`src/rtl/multicycle_ctrl.sv`:
```
// multicycle_ctrl: multi-cycle sequencer for a MIPS-subset datapath
// (add, addi, lw, sw, bgtz, j).
// Moore outputs are decoded from the current state. IRWrite/PCWrite in FETCH
// and instr_done in MEMWR are additionally gated by mem_ready.
// Memory accesses use a req/ready handshake guarded by a wait-cycle timeout.
module multicycle_ctrl #(
   parameter int unsigned MEM_WAIT_MAX = 16,
   parameter logic [2:0]  ALU_ADD      = 3'b111,
   parameter logic [2:0]  ALU_SUB      = 3'b110,
   parameter logic [2:0]  ALU_PASS     = 3'b101
) (
   input  logic       clk,
   input  logic       rst_n,
   input  logic [5:0] op,
   input  logic       mem_ready,
   output logic       mem_req,
   output logic       IorD,
   output logic       MemRead,
   output logic       MemWrite,
   output logic       IRWrite,
   output logic       PCWrite,
   output logic       PCWriteCond,
   output logic [1:0] PCSource,
   output logic       ALUSrcA,
   output logic [1:0] ALUSrcB,
   output logic [2:0] ALUControl,
   output logic       RegDst,
   output logic       MemtoReg,
   output logic       RegWrite,
   output logic       instr_done,
   output logic       illegal_op,
   output logic       mem_err,
   output logic [3:0] state
);

   localparam logic [3:0] S_RESET    = 4'd0;
   localparam logic [3:0] S_FETCH    = 4'd1;
   localparam logic [3:0] S_DECODE   = 4'd2;
   localparam logic [3:0] S_RTYPE_EX = 4'd3;
   localparam logic [3:0] S_RTYPE_WB = 4'd4;
   localparam logic [3:0] S_ADDI_EX  = 4'd5;
   localparam logic [3:0] S_ADDI_WB  = 4'd6;
   localparam logic [3:0] S_MEMADR   = 4'd7;
   localparam logic [3:0] S_MEMRD    = 4'd8;
   localparam logic [3:0] S_MEMWB    = 4'd9;
   localparam logic [3:0] S_MEMWR    = 4'd10;
   localparam logic [3:0] S_BRANCH   = 4'd11;
   localparam logic [3:0] S_JUMP     = 4'd12;
   localparam logic [3:0] S_ILLEGAL  = 4'd13;

   localparam logic [5:0] OP_RTYPE = 6'b000000;
   localparam logic [5:0] OP_ADDI  = 6'b001000;
   localparam logic [5:0] OP_LW    = 6'b100011;
   localparam logic [5:0] OP_SW    = 6'b101011;
   localparam logic [5:0] OP_BGTZ  = 6'b000111;
   localparam logic [5:0] OP_J     = 6'b000010;

   // The counter only has to reach MEM_WAIT_MAX-1
   localparam int unsigned    WCW       = (MEM_WAIT_MAX > 1) ? $clog2(MEM_WAIT_MAX) : 1;
   localparam logic [WCW-1:0] WAIT_LAST = WCW'(MEM_WAIT_MAX - 1);

   logic [3:0]     state_q, state_d;
   logic [WCW-1:0] wait_cnt_q, wait_cnt_d;
   logic           mem_phase;
   logic           timeout;

   // Wait counter: zero on entry to any memory state, counts stalled cycles,
   // and flags a timeout when the last allowed cycle also stalls.
   always_comb begin
      mem_phase  = (state_q == S_FETCH) || (state_q == S_MEMRD) || (state_q == S_MEMWR);
      timeout    = mem_phase && !mem_ready && (wait_cnt_q == WAIT_LAST);
      wait_cnt_d = '0;
      if (mem_phase && !mem_ready && !timeout) begin
         wait_cnt_d = wait_cnt_q + WCW'(1);
      end
   end

   // Next-state logic; mem_ready takes priority over a same-cycle timeout
   always_comb begin
      state_d = state_q;
      case (state_q)
         S_RESET:    state_d = S_FETCH;
         S_FETCH: begin
            if (mem_ready)    state_d = S_DECODE;
            else if (timeout) state_d = S_FETCH;   // retry the same PC
         end
         S_DECODE: begin
            case (op)
               OP_RTYPE:     state_d = S_RTYPE_EX;
               OP_ADDI:      state_d = S_ADDI_EX;
               OP_LW, OP_SW: state_d = S_MEMADR;
               OP_BGTZ:      state_d = S_BRANCH;
               OP_J:         state_d = S_JUMP;
               default:      state_d = S_ILLEGAL;
            endcase
         end
         S_RTYPE_EX: state_d = S_RTYPE_WB;
         S_ADDI_EX:  state_d = S_ADDI_WB;
         S_MEMADR: begin
            if (op == OP_LW)      state_d = S_MEMRD;
            else if (op == OP_SW) state_d = S_MEMWR;
            else                  state_d = S_ILLEGAL;  // opcode changed under us
         end
         S_MEMRD: begin
            if (mem_ready)    state_d = S_MEMWB;
            else if (timeout) state_d = S_FETCH;
         end
         S_MEMWR: begin
            if (mem_ready || timeout) state_d = S_FETCH;
         end
         S_RTYPE_WB, S_ADDI_WB, S_MEMWB,
         S_BRANCH, S_JUMP, S_ILLEGAL: state_d = S_FETCH;
         default:    state_d = S_RESET;    // unused codes recover through RESET
      endcase
   end

   // State and wait-counter registers with synchronous active-low reset
   always_ff @(posedge clk) begin
      if (!rst_n) begin
         state_q    <= S_RESET;
         wait_cnt_q <= '0;
      end else begin
         state_q    <= state_d;
         wait_cnt_q <= wait_cnt_d;
      end
   end

   // Datapath control decode: everything defaults to 0, ALU defaults to add
   always_comb begin
      mem_req     = 1'b0;
      IorD        = 1'b0;
      MemRead     = 1'b0;
      MemWrite    = 1'b0;
      IRWrite     = 1'b0;
      PCWrite     = 1'b0;
      PCWriteCond = 1'b0;
      PCSource    = 2'b00;
      ALUSrcA     = 1'b0;
      ALUSrcB     = 2'b00;
      ALUControl  = ALU_ADD;
      RegDst      = 1'b0;
      MemtoReg    = 1'b0;
      RegWrite    = 1'b0;
      instr_done  = 1'b0;
      illegal_op  = 1'b0;
      mem_err     = timeout;
      case (state_q)
         S_FETCH: begin
            mem_req = 1'b1;
            MemRead = 1'b1;
            ALUSrcB = 2'b01;            // PC + 4
            IRWrite = mem_ready;
            PCWrite = mem_ready;
         end
         S_DECODE: begin
            ALUSrcB = 2'b11;            // precompute branch target
         end
         S_RTYPE_EX: begin
            ALUSrcA = 1'b1;
         end
         S_RTYPE_WB: begin
            RegDst     = 1'b1;
            RegWrite   = 1'b1;
            instr_done = 1'b1;
         end
         S_ADDI_EX, S_MEMADR: begin
            ALUSrcA = 1'b1;
            ALUSrcB = 2'b10;
         end
         S_ADDI_WB: begin
            RegWrite   = 1'b1;
            instr_done = 1'b1;
         end
         S_MEMRD: begin
            mem_req = 1'b1;
            MemRead = 1'b1;
            IorD    = 1'b1;
         end
         S_MEMWB: begin
            MemtoReg   = 1'b1;
            RegWrite   = 1'b1;
            instr_done = 1'b1;
         end
         S_MEMWR: begin
            mem_req    = 1'b1;
            MemWrite   = 1'b1;
            IorD       = 1'b1;
            instr_done = mem_ready;
         end
         S_BRANCH: begin
            ALUSrcA     = 1'b1;
            ALUControl  = ALU_SUB;
            PCWriteCond = 1'b1;
            PCSource    = 2'b01;
            instr_done  = 1'b1;
         end
         S_JUMP: begin
            ALUControl = ALU_PASS;
            PCWrite    = 1'b1;
            PCSource   = 2'b10;
            instr_done = 1'b1;
         end
         S_ILLEGAL: begin
            illegal_op = 1'b1;
         end
         default: ;
      endcase
   end

   assign state = state_q;

endmodule

```
`config.mk`:
```
export PLATFORM = sky130hd
export DESIGN_NAME = multicycle_ctrl
export DESIGN_NICKNAME = d
export VERILOG_FILES = /design/src/rtl/multicycle_ctrl.sv
export SDC_FILE = /design/constraint.sdc
export NUM_CORES = 1
export LEC_CHECK = 0
export BUFFER_PORTS_ARGS = -buffer_cell sky130_fd_sc_hd__buf_2
export CAP_MARGIN = 30
export CORE_MARGIN = 10
export CORE_UTILIZATION = 41
export DETAILED_ROUTE_END_ITERATION = 12
export PLACE_DENSITY = 0.74
export SLEW_MARGIN = 20
export SYNTH_ARGS = -nofsm -noshare
export SYNTH_HDL_FRONTEND = slang
export SYNTH_SLANG_ARGS = --single-unit
```
`constraint.sdc`:
```
create_clock -name clk -period 1.3 [get_ports clk]
set_input_delay 0.325 -clock clk [delete_from_list [all_inputs] [get_ports clk]]
set_output_delay 0.325 -clock clk [all_outputs]
set_load 0.05 [all_outputs]
```
==> reports/metrics.yaml, run 1 <==
run_status:
  outcome: "did not finish"
  haltStage: "clock tree synthesis (4_1_cts)"
  error: "[ERROR DPL-0038] Utilization greater than 100%, impossible to legalize"
synthesis:
  synth-seq-area-share_pct: 21.1
  synthDistinctLibCells: 40
  yosys-top-cells-area: "dfxtp_1, nand3_1, nor2_1"
  synth_area_leader_cell: "dfxtp_1"
  yosysWarnings: 0
  synth.cell_area_um2: 759
  async_flop_share_pct: 0
  synth_flop_cell: "dfxtp_1"
  synth_cells: 106
  syn_area_per_cell_um2: 7.16
  synth_top_area_share_pct: 21.1
  synth_fp_nets: 116
  ys_ff_latch: 8
  synth-edff-count: 0
cts:
  cts_hold_buf: 0
  htreeDepth: 1
  post_cts_buffers: 12
  clockBufferDepth: 2
  cts_root_buf: "clkbuf_4"
  cts_buffers: 3
  clock_sinks: 8
  cts.repair.resized: 99
floorplanning:
  io-pin-count: 34
  die_w_um: 63.0
  start_util_pct: 43.5
  die-height_um: 63.0
  rows: 15
placed_design:
  pre_cts_slack_ns: -0.261
  numPortBuffers: 32
  place.gp.congestion: 0.886
  placed_area_um2: 1310
  place_hpwl_mm: 2.45
cell families after synthesis:
family | count (synthesis) | synth area share [%]
and+or+nand+nor | 50 | 34.8
AOI/OAI and AO/OA | 27 | 25.7
buffers and inverters | 15 | 11.5
DFF | 8 | 21.1
xor gates and xnor gates | 3 | 3.46
adders and majority gates | 1 | 1.65
other | 1 | 0.494
muxes | 1 | 1.32
cell usage after synthesis, types with 3 or more instances:
| library cell | n |
|---|---|
| inv_1 | 7 |
| buf_4 | 3 |
| nand3_1 | 9 |
| a21oi_1 | 5 |
| nor2_1 | 12 |
| nor3_1 | 3 |
| dfxtp_1 | 8 |
| nand2b_1 | 5 |
| clkbuf_1 | 3 |
| nand2_1 | 8 |
| o21ai_0 | 6 |
stage by stage:
stage / instances / hold slack [ns]
3_3_place_gp: 192 / 0.504
3_5_place_dp: 192 / 0.514
2_1_floorplan: 106 / 0.418
==> inputs of run 2 (changes only) <==
--- a/config.mk
+++ b/config.mk
@@ -7,10 +7,10 @@
 export LEC_CHECK = 0
 export BUFFER_PORTS_ARGS = -buffer_cell sky130_fd_sc_hd__buf_2
 export CAP_MARGIN = 30
-export CORE_MARGIN = 10
-export CORE_UTILIZATION = 41
+export CORE_AREA = 10 10 71 73
 export DETAILED_ROUTE_END_ITERATION = 12
-export PLACE_DENSITY = 0.74
+export DIE_AREA = 0 0 81 83
+export PLACE_DENSITY_LB_ADDON = 0.15
 export SLEW_MARGIN = 20
 export SYNTH_ARGS = -nofsm -noshare
 export SYNTH_HDL_FRONTEND = slang
==> constraint.sdc (replaced) <==
create_clock -name clk -period 1.7 [get_ports clk]
set_input_delay 0.425 -clock clk [delete_from_list [all_inputs] [get_ports clk]]
set_output_delay 0.425 -clock clk [all_outputs]
set_load 0.05 [all_outputs]
==> reports/metrics.yaml, run 2 <==
synthesis:
  synth-edff-count: 0  # unchanged
  synth_cells: 106  # unchanged
  ys_ff_latch: 8  # unchanged
  synthMostInstantiatedCell: "nor2_1"
  async_flop_share_pct: 0  # unchanged
  yosys-top-cells-count: "nor2_1, nand3_1, dfxtp_1, nand2_1, inv_1"
  synthDistinctLibCells: 40  # unchanged
  yosysWarnings: 0  # unchanged
  yosys-top-cells-area: "dfxtp_1, nand3_1, nor2_1"
  synth_area_leader_cell: "dfxtp_1"
  synth.cell_area_um2: 759  # unchanged
  syn_area_per_cell_um2: 7.16  # unchanged
  synth_fp_nets: 116  # unchanged
  synth-seq-area-share_pct: 21.1  # unchanged
  synth_top_area_share_pct: 21.1  # unchanged
  synth_flop_cell: "dfxtp_1"
timing:
  tns_ns: -0.103
  setup_ws_ns: -0.0367
  whs_ns: 0.490
  setup_viol: 5
  period_minus_slack_ns: 1.74
  max_freq_mhz: 576
  finalCritPeriodShare_pct: 102
  hold_viol: 0
  skew_ns: 0.00151
  drv_slew: 0
  rsz0062_at_grt: "yes"
placed_design:
  place_hpwl_mm: 2.24  # -8.7%
  numPortBuffers: 32  # unchanged
  place.gp.congestion: 0.868  # -1.9%
  pre_cts_slack_ns: 0.0438  # +0.305 ns
floorplanning:
  die_w_um: 81  # +28%
  die_area_um2: 6720
  rows: 22  # +7
  core_um2: 3630
  die-height_um: 83  # +32%
  io-pin-count: 34  # unchanged
  start_util_pct: 20.9  # -23 points
power_and_ir_drop:
  clkPwrFrac_pct: 24.5
  p_leak_nw: 0.582
  switching_share_pct: 41.5
  p_total_mw: 0.957
  p_per_area_nw_per_um2: 645
  seqPwrFrac_pct: 23.4
  ir_worst_vdd_uv: 297
  p_comb_share_pct: 52.1
  switchingPower_mw: 0.397
  p_int_mw: 0.559
drt:
  drc: 0
  route.detailed.wl_per_inst_um: 14.0
  firstDrtPassIters: 4
  wirelength_mm: 2.91
  ant_nets: 0
  drt_iter0_markers: 31
  avgViaCountPerCell: 4.67
  routed-via-count: 966
grt:
  antenna_found_initial: 0
  grt_pass1_wl_mm: 4.53
  grt_max_degree: 13
  first_global_vias: 1015
  grtUsageTotal_pct: 7.88
  gr-total-overflow: 0
critical_path:
  rr_startpoint: "state[3]"
  arrival_ns: 1.31
  path_max_fanout: 8
  start_kind: "flop"
  required_ns: 1.27
  path_class: "flop to output port"
  critPathLaunch: "state[3]"
  worst_setup_path_end_kind: "output port"
finish:
  syn_to_final_growth_pct: 95.4
  layout-drive-gt1-share_pct: 63.5
  diodes: 0
  post-route-util_pct: 40.8
  layout_common_cells: "buf_4, buf_2, buf_6, nand3_1"
  nFillCells: 399
  nets: 170
  final_common_cell: "buf_4"
run_status:
  outcome: "complete, but fails checks"
  violations: "setup timing"
cts:
  cts_tree: "built"
  htreeDepth: 1  # unchanged
  clockBufferDepth: 2  # unchanged
  clock_sinks: 8  # unchanged
  clk-insertion-delay-late_ns: 0.22
  cts_root_buf: "clkbuf_8"
  cts_buffers: 3  # unchanged
  cts_hold_buf: 0  # unchanged
  path_clk_slew_ns: 0.04
hold_path:
  hp-start: "rst_n"
  min_path_type: "input port to flop"
flow_run:
  cap_violations: 0
==> run 2: cell counts after synthesis <==
No cell type changed its count.
==> run 2: worst max-delay path, stage by stage, from the launching register on <==
cell	delay [ns]
dfxtp_4	0.36
buf_12	0.14
nor4b_4	0.28
nand2b_4	0.17
buf_8	0.14
==> run 2: metal layers <==
| metal | track usage (%) | vias up | routed length [µm] |
|---|---|---|---|
| met2 | 13.9 | 25 | 1470 |
| met4 | 2.03 | 0 | 36 |
| met1 | 8.65 | 447 | 1180 |
| met3 | 2.59 | 4 | 215 |
| met5 | 0 | - | 0 |
| li1 | - | 490 | - |
==> run 2: cell type report <==
cell class	instances	area [µm²]	area share [%]
well taps	48	60.1	4.05
inverters	7	32.5	2.19
repair buffers	57	472	31.8
clock buffers	4	45.0	3.04
multi-input cells	83	697	47.0
flip-flops and latches	8	178	12.0
==> run 2: power groups by stage <==
stage,Combinational [mW],Clock [mW],Sequential (mW)
after global placement,0.411,0,0.222
after global routing,0.531,0.256,0.225
after detailed placement,0.413,0,0.223
after CTS,0.466,0.243,0.220
final,0.499,0.235,0.224
after floorplan,0.293,0,0.237
==> run 2: through the flow <==
step | instance area [µm²] | instances
after floorplan | 921 | 106
after global placement | 1170 | 194
after detailed placement | 1170 | 194
after CTS | 1390 | 206
after global routing | 1480 | 207
final | 1480 | 207
==> run 2: final timing paths <==
path	endpoint	slack (ns)	depth (start not counted)
worst min-delay path	wait_cnt_q[2]	0.49	3
worst max register to register	state[0]	0.06	6
worst min register to register	wait_cnt_q[0]	0.52	2
worst max-delay path	PCWrite	-0.04	4
==> run 2: what timing repair did <==
item                                   in CTS  in global routing
gates resized for setup                    37                 22
setup endpoints to repair                  18                 18
endpoints found under the hold margin       0                  0
buffers inserted                            8                  1
pin swaps                                   3                  3
==> run 2: cell families after synthesis <==
group	after synthesis	share of synthesized area, %
AO/OA/AOI/OAI	27	25.7
XOR/XNOR	3	3.46
adder cells (fa/ha/maj)	1	1.65
buffers and inverters	15	11.5
flip-flops	8	21.1
multiplexers	1	1.32
other	1	0.494
AND/OR/NAND/NOR	50	34.8
Note: power is estimated with default switching activity, not from simulation.
